===== src/rtl/alu_sequencer_if.sv =====
// Request/response handshake bundle shared by instruction decode, the ALU
// sequencer and register-file writeback.
interface alu_sequencer_if #(
   parameter int WIDTH = 16
);
   logic             req_valid;
   logic             req_ready;
   logic [3:0]       req_op;
   logic [WIDTH-1:0] req_a;
   logic [WIDTH-1:0] req_b;
   logic             resp_valid;
   logic             resp_ready;
   logic [WIDTH-1:0] resp_result;
   logic             resp_cout;
   logic             resp_err;

   modport master (
      output req_valid, req_op, req_a, req_b, resp_ready,
      input  req_ready, resp_valid, resp_result, resp_cout, resp_err
   );

   modport slave (
      input  req_valid, req_op, req_a, req_b, resp_ready,
      output req_ready, resp_valid, resp_result, resp_cout, resp_err
   );
endinterface


===== src/rtl/alu_sequencer.sv =====
// Sequencer driving a 16-slice ripple ALU: single-pass ops, SLL by repeated
// doubling, and (with ALUSEQ_MUL_EN defined) shift-add multiply.
module alu_sequencer #(
   parameter int WIDTH = 16
) (
   input  logic             clk,
   input  logic             rst_n,
   alu_sequencer_if.slave   bus,
   output logic [WIDTH-1:0] alu_a,
   output logic [WIDTH-1:0] alu_b,
   output logic             a_invert,
   output logic             b_invert,
   output logic             cin,
   output logic [2:0]       operation,
   input  logic [WIDTH-1:0] alu_result,
   input  logic             alu_cout
);
   localparam int SW = $clog2(WIDTH);
   localparam logic [SW-1:0] CNT_ONE = SW'(1);

   localparam logic [3:0] OP_AND = 4'd0;
   localparam logic [3:0] OP_OR  = 4'd1;
   localparam logic [3:0] OP_XOR = 4'd2;
   localparam logic [3:0] OP_ADD = 4'd3;
   localparam logic [3:0] OP_SUB = 4'd4;
   localparam logic [3:0] OP_SLT = 4'd5;
   localparam logic [3:0] OP_NOR = 4'd6;
   localparam logic [3:0] OP_SLL = 4'd7;
   localparam logic [3:0] OP_MUL = 4'd8;

   localparam logic [2:0] ALU_AND  = 3'b000;
   localparam logic [2:0] ALU_OR   = 3'b010;
   localparam logic [2:0] ALU_XOR  = 3'b011;
   localparam logic [2:0] ALU_ADD  = 3'b100;
   localparam logic [2:0] ALU_LESS = 3'b101;

`ifdef ALUSEQ_MUL_EN
   typedef enum logic [2:0] {IDLE, EXEC, SHIFT, MUL, DONE} state_t;
`else
   typedef enum logic [2:0] {IDLE, EXEC, SHIFT, DONE} state_t;
`endif

   state_t           state;
   logic [3:0]       op_q;
   logic [SW-1:0]    cnt;
   logic             ready_q;
   logic             valid_q;
   logic [WIDTH-1:0] result_q;
   logic             cout_q;
   logic             err_q;
   logic             illegal;
   logic             arith;

   assign bus.req_ready   = ready_q;
   assign bus.resp_valid  = valid_q;
   assign bus.resp_result = result_q;
   assign bus.resp_cout   = cout_q;
   assign bus.resp_err    = err_q;

   // Only ops 0-7 can reach EXEC legally; op 8 lands there only without MUL.
   assign illegal = (op_q >= OP_MUL);
   assign arith   = (op_q == OP_ADD) || (op_q == OP_SUB) ||
                    (op_q == OP_SLT) || (op_q == OP_SLL);

`ifdef ALUSEQ_MUL_EN
   logic [WIDTH-1:0] acc;
   logic [WIDTH-1:0] mcand;
   logic [WIDTH-1:0] mplier;
   logic [WIDTH-1:0] acc_next;

   assign acc_next = mplier[0] ? alu_result : acc;
`endif

   // ALU controls default to zero each cycle; only states that keep the ALU busy re-drive them.
   always_ff @(posedge clk) begin
      if (!rst_n) begin
         state     <= IDLE;
         op_q      <= '0;
         cnt       <= '0;
         ready_q   <= 1'b1;
         valid_q   <= 1'b0;
         result_q  <= '0;
         cout_q    <= 1'b0;
         err_q     <= 1'b0;
         alu_a     <= '0;
         alu_b     <= '0;
         a_invert  <= 1'b0;
         b_invert  <= 1'b0;
         cin       <= 1'b0;
         operation <= ALU_AND;
`ifdef ALUSEQ_MUL_EN
         acc       <= '0;
         mcand     <= '0;
         mplier    <= '0;
`endif
      end else begin
         alu_a     <= '0;
         alu_b     <= '0;
         a_invert  <= 1'b0;
         b_invert  <= 1'b0;
         cin       <= 1'b0;
         operation <= ALU_AND;

         case (state)
            IDLE: begin
               if (bus.req_valid) begin
                  op_q    <= bus.req_op;
                  ready_q <= 1'b0;
                  state   <= EXEC;
                  case (bus.req_op)
                     OP_AND: begin
                        alu_a <= bus.req_a;
                        alu_b <= bus.req_b;
                     end
                     OP_OR: begin
                        alu_a     <= bus.req_a;
                        alu_b     <= bus.req_b;
                        operation <= ALU_OR;
                     end
                     OP_XOR: begin
                        alu_a     <= bus.req_a;
                        alu_b     <= bus.req_b;
                        operation <= ALU_XOR;
                     end
                     OP_ADD: begin
                        alu_a     <= bus.req_a;
                        alu_b     <= bus.req_b;
                        operation <= ALU_ADD;
                     end
                     OP_SUB: begin
                        alu_a     <= bus.req_a;
                        alu_b     <= bus.req_b;
                        b_invert  <= 1'b1;
                        cin       <= 1'b1;
                        operation <= ALU_ADD;
                     end
                     OP_SLT: begin
                        alu_a     <= bus.req_a;
                        alu_b     <= bus.req_b;
                        b_invert  <= 1'b1;
                        cin       <= 1'b1;
                        operation <= ALU_LESS;
                     end
                     OP_NOR: begin
                        alu_a    <= bus.req_a;
                        alu_b    <= bus.req_b;
                        a_invert <= 1'b1;
                        b_invert <= 1'b1;
                     end
                     OP_SLL: begin
                        // X+X doubles X; a zero shift degenerates to A+0 in EXEC.
                        alu_a     <= bus.req_a;
                        operation <= ALU_ADD;
                        if (bus.req_b[SW-1:0] != '0) begin
                           alu_b <= bus.req_a;
                           cnt   <= bus.req_b[SW-1:0] - CNT_ONE;
                           state <= SHIFT;
                        end
                     end
`ifdef ALUSEQ_MUL_EN
                     OP_MUL: begin
                        acc       <= '0;
                        mcand     <= bus.req_a;
                        mplier    <= bus.req_b;
                        alu_b     <= bus.req_a;
                        operation <= ALU_ADD;
                        cnt       <= '1;
                        state     <= MUL;
                     end
`endif
                     default: ;
                  endcase
               end
            end

            EXEC: begin
               result_q <= illegal ? '0 : alu_result;
               cout_q   <= arith ? alu_cout : 1'b0;
               err_q    <= illegal;
               valid_q  <= 1'b1;
               state    <= DONE;
            end

            SHIFT: begin
               cout_q <= alu_cout;
               if (cnt == '0) begin
                  result_q <= alu_result;
                  err_q    <= 1'b0;
                  valid_q  <= 1'b1;
                  state    <= DONE;
               end else begin
                  cnt       <= cnt - CNT_ONE;
                  alu_a     <= alu_result;
                  alu_b     <= alu_result;
                  operation <= ALU_ADD;
               end
            end

`ifdef ALUSEQ_MUL_EN
            MUL: begin
               // The ALU only adds; the multiplicand shift stays local.
               acc    <= acc_next;
               mcand  <= mcand << 1;
               mplier <= mplier >> 1;
               if (cnt == '0) begin
                  result_q <= acc_next;
                  cout_q   <= 1'b0;
                  err_q    <= 1'b0;
                  valid_q  <= 1'b1;
                  state    <= DONE;
               end else begin
                  cnt       <= cnt - CNT_ONE;
                  alu_a     <= acc_next;
                  alu_b     <= mcand << 1;
                  operation <= ALU_ADD;
               end
            end
`endif

            DONE: begin
               if (bus.resp_ready) begin
                  valid_q <= 1'b0;
                  ready_q <= 1'b1;
                  state   <= IDLE;
               end
            end

            default: begin
               valid_q <= 1'b0;
               ready_q <= 1'b1;
               state   <= IDLE;
            end
         endcase
      end
   end
endmodule


===== src/flat_wrapper.sv =====
// flat-port wrapper written by rule: the top's interface ports become plain ports
module alu_sequencer_flat 
#(
   parameter int WIDTH = 16
)
  (clk, rst_n, alu_a, alu_b, a_invert, b_invert, cin, operation, alu_result, alu_cout, bus_req_valid, bus_req_op, bus_req_a, bus_req_b, bus_resp_ready, bus_req_ready, bus_resp_valid, bus_resp_result, bus_resp_cout, bus_resp_err);
  alu_sequencer_if #(.WIDTH(WIDTH)) bus_i ();
  input  logic clk;
  input  logic rst_n;
  output logic [WIDTH-1:0] alu_a;
  output logic [WIDTH-1:0] alu_b;
  output logic a_invert;
  output logic b_invert;
  output logic cin;
  output logic [2:0] operation;
  input  logic [WIDTH-1:0] alu_result;
  input  logic alu_cout;
  input wire logic [$bits(bus_i.req_valid)-1:0] bus_req_valid;
  input wire logic [$bits(bus_i.req_op)-1:0] bus_req_op;
  input wire logic [$bits(bus_i.req_a)-1:0] bus_req_a;
  input wire logic [$bits(bus_i.req_b)-1:0] bus_req_b;
  input wire logic [$bits(bus_i.resp_ready)-1:0] bus_resp_ready;
  output wire logic [$bits(bus_i.req_ready)-1:0] bus_req_ready;
  output wire logic [$bits(bus_i.resp_valid)-1:0] bus_resp_valid;
  output wire logic [$bits(bus_i.resp_result)-1:0] bus_resp_result;
  output wire logic [$bits(bus_i.resp_cout)-1:0] bus_resp_cout;
  output wire logic [$bits(bus_i.resp_err)-1:0] bus_resp_err;
  assign bus_i.req_valid = bus_req_valid;
  assign bus_i.req_op = bus_req_op;
  assign bus_i.req_a = bus_req_a;
  assign bus_i.req_b = bus_req_b;
  assign bus_i.resp_ready = bus_resp_ready;
  assign bus_req_ready = bus_i.req_ready;
  assign bus_resp_valid = bus_i.resp_valid;
  assign bus_resp_result = bus_i.resp_result;
  assign bus_resp_cout = bus_i.resp_cout;
  assign bus_resp_err = bus_i.resp_err;
  alu_sequencer #(.WIDTH(WIDTH)) u_core (.clk(clk), .rst_n(rst_n), .bus(bus_i), .alu_a(alu_a), .alu_b(alu_b), .a_invert(a_invert), .b_invert(b_invert), .cin(cin), .operation(operation), .alu_result(alu_result), .alu_cout(alu_cout));
endmodule

===== config.mk =====
export PLATFORM = sky130hd
export DESIGN_NAME = alu_sequencer_flat
export DESIGN_NICKNAME = d
export VERILOG_FILES = /design/src/rtl/alu_sequencer_if.sv /design/src/rtl/alu_sequencer.sv /design/src/flat_wrapper.sv
export SDC_FILE = /design/constraint.sdc
export NUM_CORES = 1
export LEC_CHECK = 0
export CAP_MARGIN = 15
export CORE_ASPECT_RATIO = 1.25
export CORE_MARGIN = 2
export CORE_UTILIZATION = 43
export DETAILED_ROUTE_END_ITERATION = 10
export GPL_ROUTABILITY_DRIVEN = 0
export PLACE_DENSITY = 0.9
export SYNTH_ARGS = -nofsm -noshare
export SYNTH_HDL_FRONTEND = slang
export SYNTH_SLANG_ARGS = --single-unit

===== constraint.sdc =====
create_clock -name clk -period 2.3 [get_ports clk]
set_input_delay 0.345 -clock clk [delete_from_list [all_inputs] [get_ports clk]]
set_output_delay 0.345 -clock clk [all_outputs]
set_load 0.05 [all_outputs]

## After elaboration in Yosys (flattened, before gate mapping)

Index checks and enable logic that the tools add are counted.

- Bits in registers: 69
- Output and inout port bits: 58
- Word-level logic and storage cells: 100

- Add/sub/neg operators: 2
- $lt $le $gt $ge: 1
- Equality and inequality tests: 20
- Multiplexer cells: 39
- Bitwise logic cells: 2
- Reduce and logical (&&, ||, !) cells: 22

Operators with widths:

| kind | count |
|---|---|
| $pmux 16 s2 | 4 |
| $mux 16 | 7 |
| $eq 4x3->1 const B | 7 |
| $pmux 3 s4 | 2 |
| $mux 3 | 6 |
| $mux 4 | 4 |
| $eq 4x2->1 const B | 3 |
| $reduce_and 3->1 | 4 |
| $mux 1 | 9 |
| $logic_not 4->1 | 2 |
| $ne 2x2->1 const B | 4 |
| $pmux 4 s2 | 1 |
| $reduce_or 8->1 | 1 |
| $sub 4x1->4 const B | 2 |
| $reduce_or 7->1 | 1 |
| $eq 3x2->1 const B | 2 |
| $pmux 3 s2 | 1 |
| $reduce_or 3->1 | 2 |
| $reduce_and 5->1 | 1 |
| $eq 4x1->1 const B | 1 |
| $ge 4x4->1 const B | 1 |
| $ne 2x1->1 const B | 2 |
| $pmux 1 s2 | 2 |
| $pmux 1 s4 | 1 |
| 10 further kinds | 16 |

## Longest topological paths before layout

- Word-level depth: 6
- Mapped depth: 8
- Gate-level depth less buffers: 7

## Least setup slack after synthesis

OpenSTA, ideal clock, no wires.

- Path type: register to register
- Start: reg u_core.state[0]
- End: reg u_core.cnt[2]
- Setup time: 74 ps
- Data arrival time: 1701 ps
- Required time: 2226 ps
- Slack: 525 ps
- Cell stages (with the launch flop): 9
- Cells stage by stage: dfxtp_1 -> inv_1 -> ha_1 -> buf_2 -> mux2i_1 -> ha_1 -> nand2_1 -> o32a_1 -> a31oi_1

- Longest elaborated chain between the ends: 3

Ends and longest elaborated chain:

| element | RTL line | text |
|---|---|---|
| start: declaration | alu_sequencer.sv:43 | `state_t state;` |
| start signal: assignment | alu_sequencer.sv:77 | `state <= IDLE;` |
| start signal: assignment | alu_sequencer.sv:109 | `state <= EXEC;` |
| start signal: assignment | alu_sequencer.sv:157 | `state <= SHIFT;` |
| $eq 3x2->1 / $logic_not 3->1 (equally long branches) | alu_sequencer.sv:104 | `case (state)` |
| $ne 2x2->1 (no line), or another cell as far along | - |  |
| $reduce_and 5->1 (no line) | - |  |
| end signal: assignment | alu_sequencer.sv:156 | `cnt <= bus.req_b[SW-1:0] - CNT_ONE;` |
| end signal: assignment | alu_sequencer.sv:192 | `cnt <= cnt - CNT_ONE;` |
| end: declaration | alu_sequencer.sv:45 | `logic [SW-1:0] cnt;` |

Several ways; a longest one is shown, not always the timed one.
A chain may end at the register's enable or synchronous reset.

## Worst setup path after layout

- Start: reg u_core.state[0]
- End: reg u_core.result_q[14], in the netlist u_core.bus.resp_result[14]

- Longest elaborated chain between the ends: 3

Ends and longest elaborated chain:

| element | RTL line | text |
|---|---|---|
| $eq 3x2->1 / $eq 3x1->1 (equally long branches) | alu_sequencer.sv:104 |  |
| $ne 2x1->1 (no line) / $reduce_bool 2->1 (equally long branches) | - |  |
| $reduce_and 2->1 (no line) | - |  |
| end signal: assignment | alu_sequencer.sv:177 | `result_q <= illegal ? '0 : alu_result;` |
| end signal: assignment | alu_sequencer.sv:187 | `result_q <= alu_result;` |
| end: declaration | alu_sequencer.sv:48 | `logic [WIDTH-1:0] result_q;` |

Several ways; a longest one is shown, not always the timed one.

==> impl_metrics.csv <==
group,metric,value,unit
drt,routedWlPerCell,16.28,µm
critical_path,critPathArrivalTime,2.36,ns
drt,top_layer_used,"met4",
hold_path,hp-class,"reg2reg",
yosys,syn-num-nets,389,
timing,worst_pin_slew,0.9350,ns
critical_path,required,2.57,ns
cts,cts_setup_buffers,0,
critical_path,reg2reg_from,"u_core.state[0]",
timing,setup_tns,0,ns
placement,portBuffers,114,
timing,maxClockFrequency,479.8,MHz
finish,nets,508,
yosys,yosysWarnings,0,
yosys,synth.avg_cell_area,8.552,µm²
drt,wl_met1,3470,µm
finish,stdcell_count,536,
timing,slew_headroom,37.54,%
placement,dpl.cell_count,520,
finish,antennaDiodeCount,0,
drt,wl_met3,641,µm
global_routing,gr-total-overflow,0,
yosys,seq_area_frac_synth,48.68,%
power_and_ir_drop,power_per_cell_area,1194,mW/mm²
timing,finalClockSkew,0.006815,ns
critical_path,critPathMaxFanout,16,
drt,drt-initial-drc-count,196,
die,io_pins,115,
die,start_util,44.77,%
finish,fillCellCount,492,
critical_path,r2r_end,"u_core.bus.resp_result[14]",
yosys,synth.distinct_cells,43,
yosys,synth_compound_area_share,20.49,%
cts,clockBufferDepth,2,
cts,cts_made_buffers,9,
cts,cts_resized,0,
drt,vias_per_cell,5.457,
finish,drive_gt1_share,8.204,%
drt,wirelength,8727,µm
die,num_rows,32,
drt,drc_errors,0,
critical_path,worstSetupStartpointType,"flip-flop",
yosys,async_flop_share,0,%
cts,cts_root_buf,"clkbuf_8",
yosys,synth_top_family_by_area,"simple AND/OR/NAND/NOR gates",
yosys,syn_area,0.002796,mm²
status,status,"completed",
power_and_ir_drop,ir_drop,0.6186,mV
die,die_area,0.007168,mm²
critical_path,ff2ff_setup_slack,0.22,ns
cts,cts_max_level,3,
timing,setup_viol,0,
finish,final_util,68.25,%
cts,hold_buffers,0,
yosys,ys_ff_latch,68,
timing,fin_crit_sh,90.61,%
critical_path,path_class,"reg2reg",
drt,drtAntennaViolNets,0,
die,fp.dieW,76.13,µm
placement,place_hpwl,6501,µm
hold_path,min_path_cells,2,
die,core_area,0.006246,mm²
global_routing,grt_max_degree,25,
yosys,synthSimpleGateAreaFrac,21.57,%
power_and_ir_drop,leakage,0.001598,µW
yosys,synthAdderAreaFrac,2.237,%
yosys,synthXorXnorAreaFrac,0.3132,%
drt,wl_met2,4354,µm
yosys,synth_ff_type,"dfxtp_1",
drt,route.vias.total,2925,
drt,dr.pass1.iters,5,
cts,cts_tree,"done",
flow_run,max_cap_viol_count,0,
global_routing,grt_util_all_layers,24.51,%
die,die_h,94.16,µm
critical_path,cp-end-kind,"flip-flop",
yosys,synth.mux.area_fraction,1.432,%
timing,fin_crit,2.084,ns
hold_path,hold_end,"u_core.bus.resp_result[2]",
cts,clk_latency,0.34,ns
cts,clock-sinks,68,
timing,hold_violations,0,
global_routing,grt_pass1_wl,13600,µm
finish,area_delta_synth_final,52.44,%
global_routing,antenna_found_initial,0,
yosys,netlist_instances,327,
timing,maxSlewViolCount,0,
critical_path,reg2reg_depth,6,
yosys,synth_edf_count,0,
global_routing,grt_pass1_vias,2764,
cts,clk_pin_slew,0.07,ns
timing,rsz0062_at_grt,"no",
hold_path,min_from,"u_core.bus.resp_result[2]",
==> registers in the layout, summed over array words and instances, names as in the netlist <==
register	cells
u_core.a_invert	1
u_core.alu_a	16
u_core.alu_b	16
u_core.b_invert	1
u_core.bus.req_ready	1
u_core.bus.resp_cout	1
u_core.bus.resp_err	1
u_core.bus.resp_result	16
u_core.bus.resp_valid	1
u_core.cin	1
u_core.cnt	4
u_core.op_q	4
u_core.operation	3
u_core.state	2
==> final cells by class <==
| class | count | area, µm² | share of cell area [%] |
|---|---|---|---|
| inverter | 6 | 22.52 | 0.5283 |
| clock inverter | 6 | 65.06 | 1.526 |
| sequential | 68 | 1361 | 31.93 |
| timing repair buffer | 132 | 1289 | 30.23 |
| tap | 85 | 106.4 | 2.495 |
| clock buffer | 10 | 127.6 | 2.994 |
| multi-input combinational | 229 | 1291 | 30.29 |
==> metrics by stage <==
stage | power (µW) | worst slack (ns) | area, µm² | hold WS (ns)
global route | 5355 | 0.007518 | 4263 | 0.4840
global placement | 4075 | 0.2204 | 4070 | 0.4390
finish | 5089 | 0.2160 | 4263 | 0.4556
floorplan | 3323 | 0.5246 | 2796 | 0.4357
detailed placement | 4138 | 0.1600 | 4070 | 0.4462
CTS | 5093 | 0.2274 | 4263 | 0.4561
==> placed cells by master (no fill, tap or decap), drive strengths merged, types with 2 or more instances in the layout <==
| cell | n |
|---|---|
| o31ai | 3 |
| clkdlybuf4s50 | 114 |
| buf | 18 |
| o211ai | 2 |
| clkinv | 4 |
| a32oi | 7 |
| inv | 6 |
| o21ai | 5 |
| nand3 | 22 |
| nor2 | 8 |
| a311oi | 2 |
| nor3 | 5 |
| dfxtp | 68 |
| nor2b | 6 |
| nand2 | 70 |
| nor3b | 2 |
| a21oi | 54 |
| nand2b | 4 |
| a22o | 8 |
| ha | 5 |
| nor4 | 3 |
| a31oi | 2 |
| clkbuf | 10 |
| or3 | 2 |
| mux2i | 4 |
| nand4b | 2 |
==> layer usage <==
layer  vias up  global-route usage (%)
met1      1363                   27.63
li1       1387                       -
met4         0                   10.15
met2       153                   43.82
met3        22                   6.731
met5         -                       0
==> cell usage after synthesis (2+ instances only) <==
library cell  number  area share, %
nand2b_1           4           0.89
nand3_1           22            3.9
a31oi_1            2           0.45
dfxtp_1           68             49
a32oi_1            7            2.2
nor2b_1            6            1.3
o211ai_1           2           0.54
mux2i_1            4            1.4
clkbuf_1          10            1.3
nand4b_1           2           0.63
nor2_1             8            1.1
o21ai_0            2           0.36
nor3b_1            2           0.54
a21oi_1           54            9.7
o31ai_1            3           0.81
buf_2              7            1.3
nor3_1             5           0.89
o21ai_1            3           0.54
or3_1              2           0.45
ha_1               5            2.2
nor4_1             2           0.45
buf_4              5            1.3
nand2_1           70            9.4
a22o_1             8            2.5
inv_1              6           0.81
==> cell families (layout without fill, tap and decap cells) <==
| kind of cell | after synthesis | after routing |
|---|---|---|
| simple gates | 129 | 129 |
| compound gates | 90 | 90 |
| flops | 68 | 68 |
| buf+inv | 30 | 154 |
| fa+ha+maj | 5 | 5 |
| mux | 4 | 4 |
| xor+xnor | 1 | 1 |
==> power by group <==
group	internal, µW	leakage [µW]	total [µW]	switching, µW
Combinational	907	0.000949	2540	1640
Clock	500	0.0000962	953	453
Sequential	1440	0.000553	1590	156
Total	2840	0.00160	5090	2250
==> how the worst max path moves through the flow <==
stage / from / cells past startpoint / slack, ns / to
finish: u_core.state[0] / 6 / 0.22 / u_core.bus.resp_result[14]
global route: u_core.state[0] / 6 / 0.008 / u_core.bus.resp_result[14]
CTS: u_core.state[0] / 6 / 0.23 / u_core.bus.resp_result[10]
global placement: bus_req_b[0] / 5 / 0.22 / u_core.alu_b[7]
floorplan: u_core.state[0] / 8 / 0.52 / u_core.cnt[2]
detailed placement: bus_req_b[1] / 5 / 0.16 / u_core.alu_b[14]
==> worst max-delay path: stages (launching register included) <==
cell and delay, ns:
dfxtp_1 0.38, inv_1 0.08, ha_1 0.30, o41a_1 0.16, nor2b_1 0.73, nand3_1 0.17
a21oi_1 0.18
No activity file was read; power rests on OpenSTA's default activity.
